--- src/rtl/farm_sensor_if.sv ---
// Farm-road vehicle loop conditioner and farmSensor request generator for the TLC.
// Synchronises and debounces the loop, latches a service request until the farm road goes GREEN.
module farm_sensor_if #(
    parameter int unsigned DEB_CYC   = 4,
    parameter int unsigned STUCK_CYC = 240,
    parameter int unsigned CNT_W     = 8
) (
    input  logic             clk,
    input  logic             rst_n,
    input  logic             loop_raw,
    input  logic [1:0]       f_s,
    output logic             farmSensor,
    output logic             stuck_fault,
    output logic [CNT_W-1:0] veh_count,
    output logic [2:0]       state
);

    typedef enum logic [2:0] {
        ST_IDLE    = 3'd0,
        ST_REQUEST = 3'd1,
        ST_SERVED  = 3'd2,
        ST_FAULT   = 3'd3
    } state_e;

    localparam logic [1:0] LAMP_YELLOW = 2'b01;
    localparam logic [1:0] LAMP_GREEN  = 2'b10;
    localparam logic [5:0] DEB_LAST    = 6'(DEB_CYC - 1);
    localparam logic [9:0] HI_MAX      = 10'(STUCK_CYC);

    logic             s1_q, s2_q;
    logic             deb_q, deb_d;
    logic             deb_dly_q;
    logic [5:0]       stab_cnt_q, stab_cnt_d;
    logic [9:0]       hi_cnt_q, hi_cnt_d;
    logic [CNT_W-1:0] veh_count_q, veh_count_d;
    state_e           state_q, state_d;
    logic             farm_sensor_q, farm_sensor_d;
    logic             stuck_fault_q, stuck_fault_d;
    logic             lamp_green, lamp_red, loop_stuck;

    // Two-flop synchroniser for the asynchronous loop input.
    always_ff @(posedge clk or negedge rst_n) begin
        if (!rst_n) begin
            s1_q <= 1'b0;
            s2_q <= 1'b0;
        end else begin
            s1_q <= loop_raw;
            s2_q <= s1_q;
        end
    end

    // Debounce: deb flips only after DEB_CYC consecutive disagreeing samples.
    always_comb begin
        stab_cnt_d = '0;
        deb_d      = deb_q;
        if (s2_q != deb_q) begin
            if (stab_cnt_q == DEB_LAST) begin
                deb_d      = ~deb_q;
                stab_cnt_d = '0;
            end else begin
                stab_cnt_d = stab_cnt_q + 6'd1;
            end
        end
    end

    always_comb begin
        hi_cnt_d = '0;
        if (deb_q) begin
            hi_cnt_d = (hi_cnt_q == HI_MAX) ? HI_MAX : hi_cnt_q + 10'd1;
        end
    end

    // A vehicle is counted one edge after its debounced arrival.
    always_comb begin
        veh_count_d = veh_count_q;
        if (deb_q && !deb_dly_q) begin
            veh_count_d = veh_count_q + {{(CNT_W-1){1'b0}}, 1'b1};
        end
    end

    always_ff @(posedge clk or negedge rst_n) begin
        if (!rst_n) begin
            deb_q       <= 1'b0;
            deb_dly_q   <= 1'b0;
            stab_cnt_q  <= '0;
            hi_cnt_q    <= '0;
            veh_count_q <= '0;
        end else begin
            deb_q       <= deb_d;
            deb_dly_q   <= deb_q;
            stab_cnt_q  <= stab_cnt_d;
            hi_cnt_q    <= hi_cnt_d;
            veh_count_q <= veh_count_d;
        end
    end

    assign lamp_green = (f_s == LAMP_GREEN);
    assign lamp_red   = (f_s != LAMP_GREEN) && (f_s != LAMP_YELLOW);
    assign loop_stuck = (hi_cnt_q == HI_MAX);

    always_ff @(posedge clk or negedge rst_n) begin
        if (!rst_n) begin
            state_q <= ST_IDLE;
        end else begin
            state_q <= state_d;
        end
    end

    // A stuck loop outranks every other transition.
    always_comb begin
        state_d = state_q;
        case (state_q)
            ST_IDLE: begin
                if (loop_stuck)  state_d = ST_FAULT;
                else if (deb_q)  state_d = ST_REQUEST;
            end
            ST_REQUEST: begin
                if (loop_stuck)      state_d = ST_FAULT;
                else if (lamp_green) state_d = ST_SERVED;
            end
            ST_SERVED: begin
                if (loop_stuck)            state_d = ST_FAULT;
                else if (lamp_red && deb_q) state_d = ST_REQUEST;
                else if (lamp_red)          state_d = ST_IDLE;
            end
            ST_FAULT: begin
                if (!deb_q) state_d = ST_IDLE;
            end
            default: state_d = ST_IDLE;
        endcase
    end

    always_comb begin
        farm_sensor_d = (state_d == ST_REQUEST);
        stuck_fault_d = (state_d == ST_FAULT);
    end

    // Outputs come straight from flops so the TLC sees glitch-free levels.
    always_ff @(posedge clk or negedge rst_n) begin
        if (!rst_n) begin
            farm_sensor_q <= 1'b0;
            stuck_fault_q <= 1'b0;
        end else begin
            farm_sensor_q <= farm_sensor_d;
            stuck_fault_q <= stuck_fault_d;
        end
    end

    assign farmSensor  = farm_sensor_q;
    assign stuck_fault = stuck_fault_q;
    assign veh_count   = veh_count_q;
    assign state       = state_q;

endmodule

--- config.mk ---
export PLATFORM = sky130hd
export DESIGN_NAME = farm_sensor_if
export DESIGN_NICKNAME = d
export VERILOG_FILES = /design/src/rtl/farm_sensor_if.sv
export SDC_FILE = /design/constraint.sdc
export NUM_CORES = 1
export LEC_CHECK = 0
export CORE_MARGIN = 10
export CORE_UTILIZATION = 58
export CTS_CLUSTER_DIAMETER = 150
export DETAILED_ROUTE_END_ITERATION = 8
export GPL_TIMING_DRIVEN = 0
export MAX_ROUTING_LAYER = met4
export PLACE_DENSITY = 0.87
export SYNTH_ARGS = -nofsm -noshare
export SYNTH_HDL_FRONTEND = slang
export SYNTH_SLANG_ARGS = --single-unit
--- constraint.sdc ---
create_clock -name clk -period 4.5 [get_ports clk]
set_input_delay 0.45 -clock clk [delete_from_list [all_inputs] [get_ports clk]]
set_output_delay 0.45 -clock clk [all_outputs]
set_load 0.02 [all_outputs]
==> flow_summary_export.csv <==
group,metric,value,unit
yosys,synth_fp_nets,144,
power_and_ir_drop,p_comb_share,33.8,%
power_and_ir_drop,p_leak,0.7516,nW
grt,grt_overflow,0,
yosys,synthFlopType,"dfrtp_1",
critical_path,end_kind,"output pin",
routing,drt_pre_antenna_iters,4,
floorplanning,die_area,0.004967,mm^2
grt,grt_max_degree,34,
cells_and_area,nets,168,
placed_design,place.gp.congestion,0.8363,
critical_path,worstPathCellList,"clkdlybuf4s50_1",
floorplanning,num_io_pins,18,
routing,num_vias,1087,
clocking,ctsHtreeMaxLevel,2,
clocking,cts-buffers-inserted,5,
sta,fin_crit,1899,ps
cells_and_area,multi_input_area,616.8,um^2
sta,clock_skew,8.151,ps
sta,fin_setup_tns,0,ps
yosys,ys.warnings.count,0,
critical_path,slowest_stage,"clkdlybuf4s50_1",
power_and_ir_drop,vdd_drop_max,0.3414,mV
critical_path,worstPathArrival,1450,ps
power_and_ir_drop,p_per_area,519.7,mW/mm^2
grt,antenna_found_initial,0,
routing,wl_per_cell,14.64,um
sta,final_max_slew_viol_count,0,
floorplanning,rows,18,
grt,grt_pass1_vias,1095,
yosys,synth-seq-cells,33,
floorplanning,die_h,70.48,um
clocking,cts_resized,0,
routing,via_per_inst,5.751,
clocking,cts_sinks,33,
placed_design,io_buffer_count,17,
clocking,cts_tree,"done",
floorplanning,core_area,0.002455,mm^2
yosys,post-synth-top-count-cell,"dfrtp_1",
yosys,syn_area,0.001478,mm^2
yosys,yosys.area.top_type,"dfrtp_1",
power_and_ir_drop,internal_power,0.5962,mW
power_and_ir_drop,p_sw_share,34.46,%
cells_and_area,drive_gt1_share,8.805,%
routing,ant_nets,0,
sta,hold_viol,0,
sta,rsz0062_at_grt,"false",
floorplanning,start_util,60.19,%
routing,drt_iter0_drc,60,
sta,setup_viol,0,
yosys,async_reset_ff_share,100.0,%
critical_path,max_stage_delay,650,ps
power_and_ir_drop,switchingPower,0.3135,mW
sta,relSlewSlack,53.28,%
cells_and_area,area_growth,18.46,%
cells_and_area,regArea,825.8,um^2
sta,min_period_over_period,42.21,%
min_path,hold_class,"in2async",
yosys,ys_types,34,
sta,hold_slack,159.0,ps
clocking,clk_pin_slew,100,ps
yosys,synth_edf_count,0,
yosys,synth_seq_area_share,55.88,%
grt,grt_pass1_wl,4.795,mm
yosys,synthCells,134,
sta,worst_pin_slew,700.8,ps
routing,drc,0,
critical_path,critPathMaxFanout,7,
critical_path,start_kind,"flip-flop",
power_and_ir_drop,clockPowerShare,20.4,%
yosys,synth_common_cells,"33 x dfrtp_1, 11 x nor2_1, 10 x xnor2_1, 8 x a21oi_1",
power_and_ir_drop,p_seq_share,45.7,%
cells_and_area,final_util,71.30,%
clocking,cts_hold_buf,0,
grt,grt_usage,12.01,%
clocking,cts.path.max_buffers,2,
clocking,post_cts_buffers,0,
clocking,root_buffer,"clkbuf_4",
critical_path,timing.critical_path.buf_inv,1,
critical_path,worstSetupPathType,"reg2out",
sta,max_freq,0.5265,GHz
yosys,postSynthAreaPerCell,11.03,um^2
outcome,outcome,"completed",
placed_design,hpwlAfterDp,2.026,mm
floorplanning,die_x,70.48,um
clocking,worst_skew_pair.late_latency,330,ps
cells_and_area,diodes,0,
routing,wl,2.767,mm
yosys,synth_top_area_share,55.88,%
yosys,ys_top_cells_by_area,"dfrtp_1 56%, xnor2_1 5.9%, ha_1 4.2%",
critical_path,cp.required,4050,ps
cells_and_area,final.fill_count,177,
critical_path,crit_family,"buffers and inverters",
run,maxCapViolCount,0,
[kinds of logic (layout without fill, tap and decap cells)]
logic type	count (synthesis)	after routing	share of synthesized area [%]
other cells	1	1	0.2538
mux	2	2	1.524
compound gates	22	22	9.230
buf+inv	9	34	2.371
fa+ha+maj	5	5	4.234
flops	33	33	55.88
simple gates	47	47	17.61
xor+xnor	15	15	8.890
[final cells by class]
class | count | area share [%]
Inverter | 7 | 1.501
Sequential cell | 33 | 47.18
Clock buffer | 7 | 3.717
Multi-Input combinational cell | 92 | 35.24
Buffer | 2 | 0.5004
Tap cell | 30 | 2.144
Clock inverter | 1 | 0.2859
Timing Repair Buffer | 17 | 9.435
[state kept, by name (all words and copies together), names as in the netlist]
register and cells:
hi_cnt_q 10, veh_count 8, stab_cnt_q 6, state 3, deb_dly_q 1, deb_q 1
farmSensor 1, s1_q 1, s2_q 1, stuck_fault 1
[placed cells by master, fill, tap and decap left out, types with 2 or more instances in the layout]
cell type        Yosys  layout
xor2_1               5       5
dfrtp_1             33      33
nand3_1              6       6
o31ai_1              2       2
buf_2                1       2
nor2_1              11      11
clkdlybuf4s50_1      0      16
xnor2_1             10      10
o21ai_0              6       6
a21oi_1              8       8
clkbuf_8             0       2
nand4_1              5       5
and2_1               3       3
inv_1                7       7
clkbuf_4             0       5
mux2_2               2       2
nand2_1              7       7
ha_1                 5       5
or3_1                5       5
[per-layer routing]
metal / routed length (um) / track usage [%] / up-vias
met5: 0 / - / -
li1: - / - / 521
met2: 1241 / 18.06 / 34
met3: 204 / 4.237 / 9
met1: 1251 / 13.68 / 523
met4: 68 / 6.360 / 0
[power by group through the flow]
stage	Clock [mW]	Combinational (mW)	Sequential (mW)
finish	0.186	0.308	0.416
global route	0.202	0.344	0.428
CTS	0.192	0.314	0.416
detailed placement	0	0.313	0.422
global placement	0	0.297	0.416
floorplan	0	0.168	0.447
[worst paths after layout]
kind                                       start                        to  slack, ps  cells past startpoint
hold / removal                             rst_n  veh_count[2]$_DFFE_PN0P_        160                      1
hold reg to reg                   s1_q$_DFF_PN0_            s2_q$_DFF_PN0_        360                      0
min in group clk                  s1_q$_DFF_PN0_            s2_q$_DFF_PN0_        360                      0
setup / recovery              state[1]$_DFF_PN0_                  state[1]       2600                      1
setup reg to reg           hi_cnt_q[0]$_DFF_PN0_        state[1]$_DFF_PN0_       2670                      5
max in group asynchronous                  rst_n   stab_cnt_q[2]$_DFF_PN0_       3890                      1
[metrics by stage]
step	power [mW]	setup WS [ps]	instance area (um^2)	instances
after floorplan	0.6146	2804	1478	134
after global placement	0.7125	2411	1685	181
after detailed placement	0.7355	2376	1685	181
after CTS	0.9219	2588	1755	189
after global routing	0.9743	2472	1750	189
final	0.9097	2601	1750	189
Note: power is estimated with default switching activity, not from simulation.
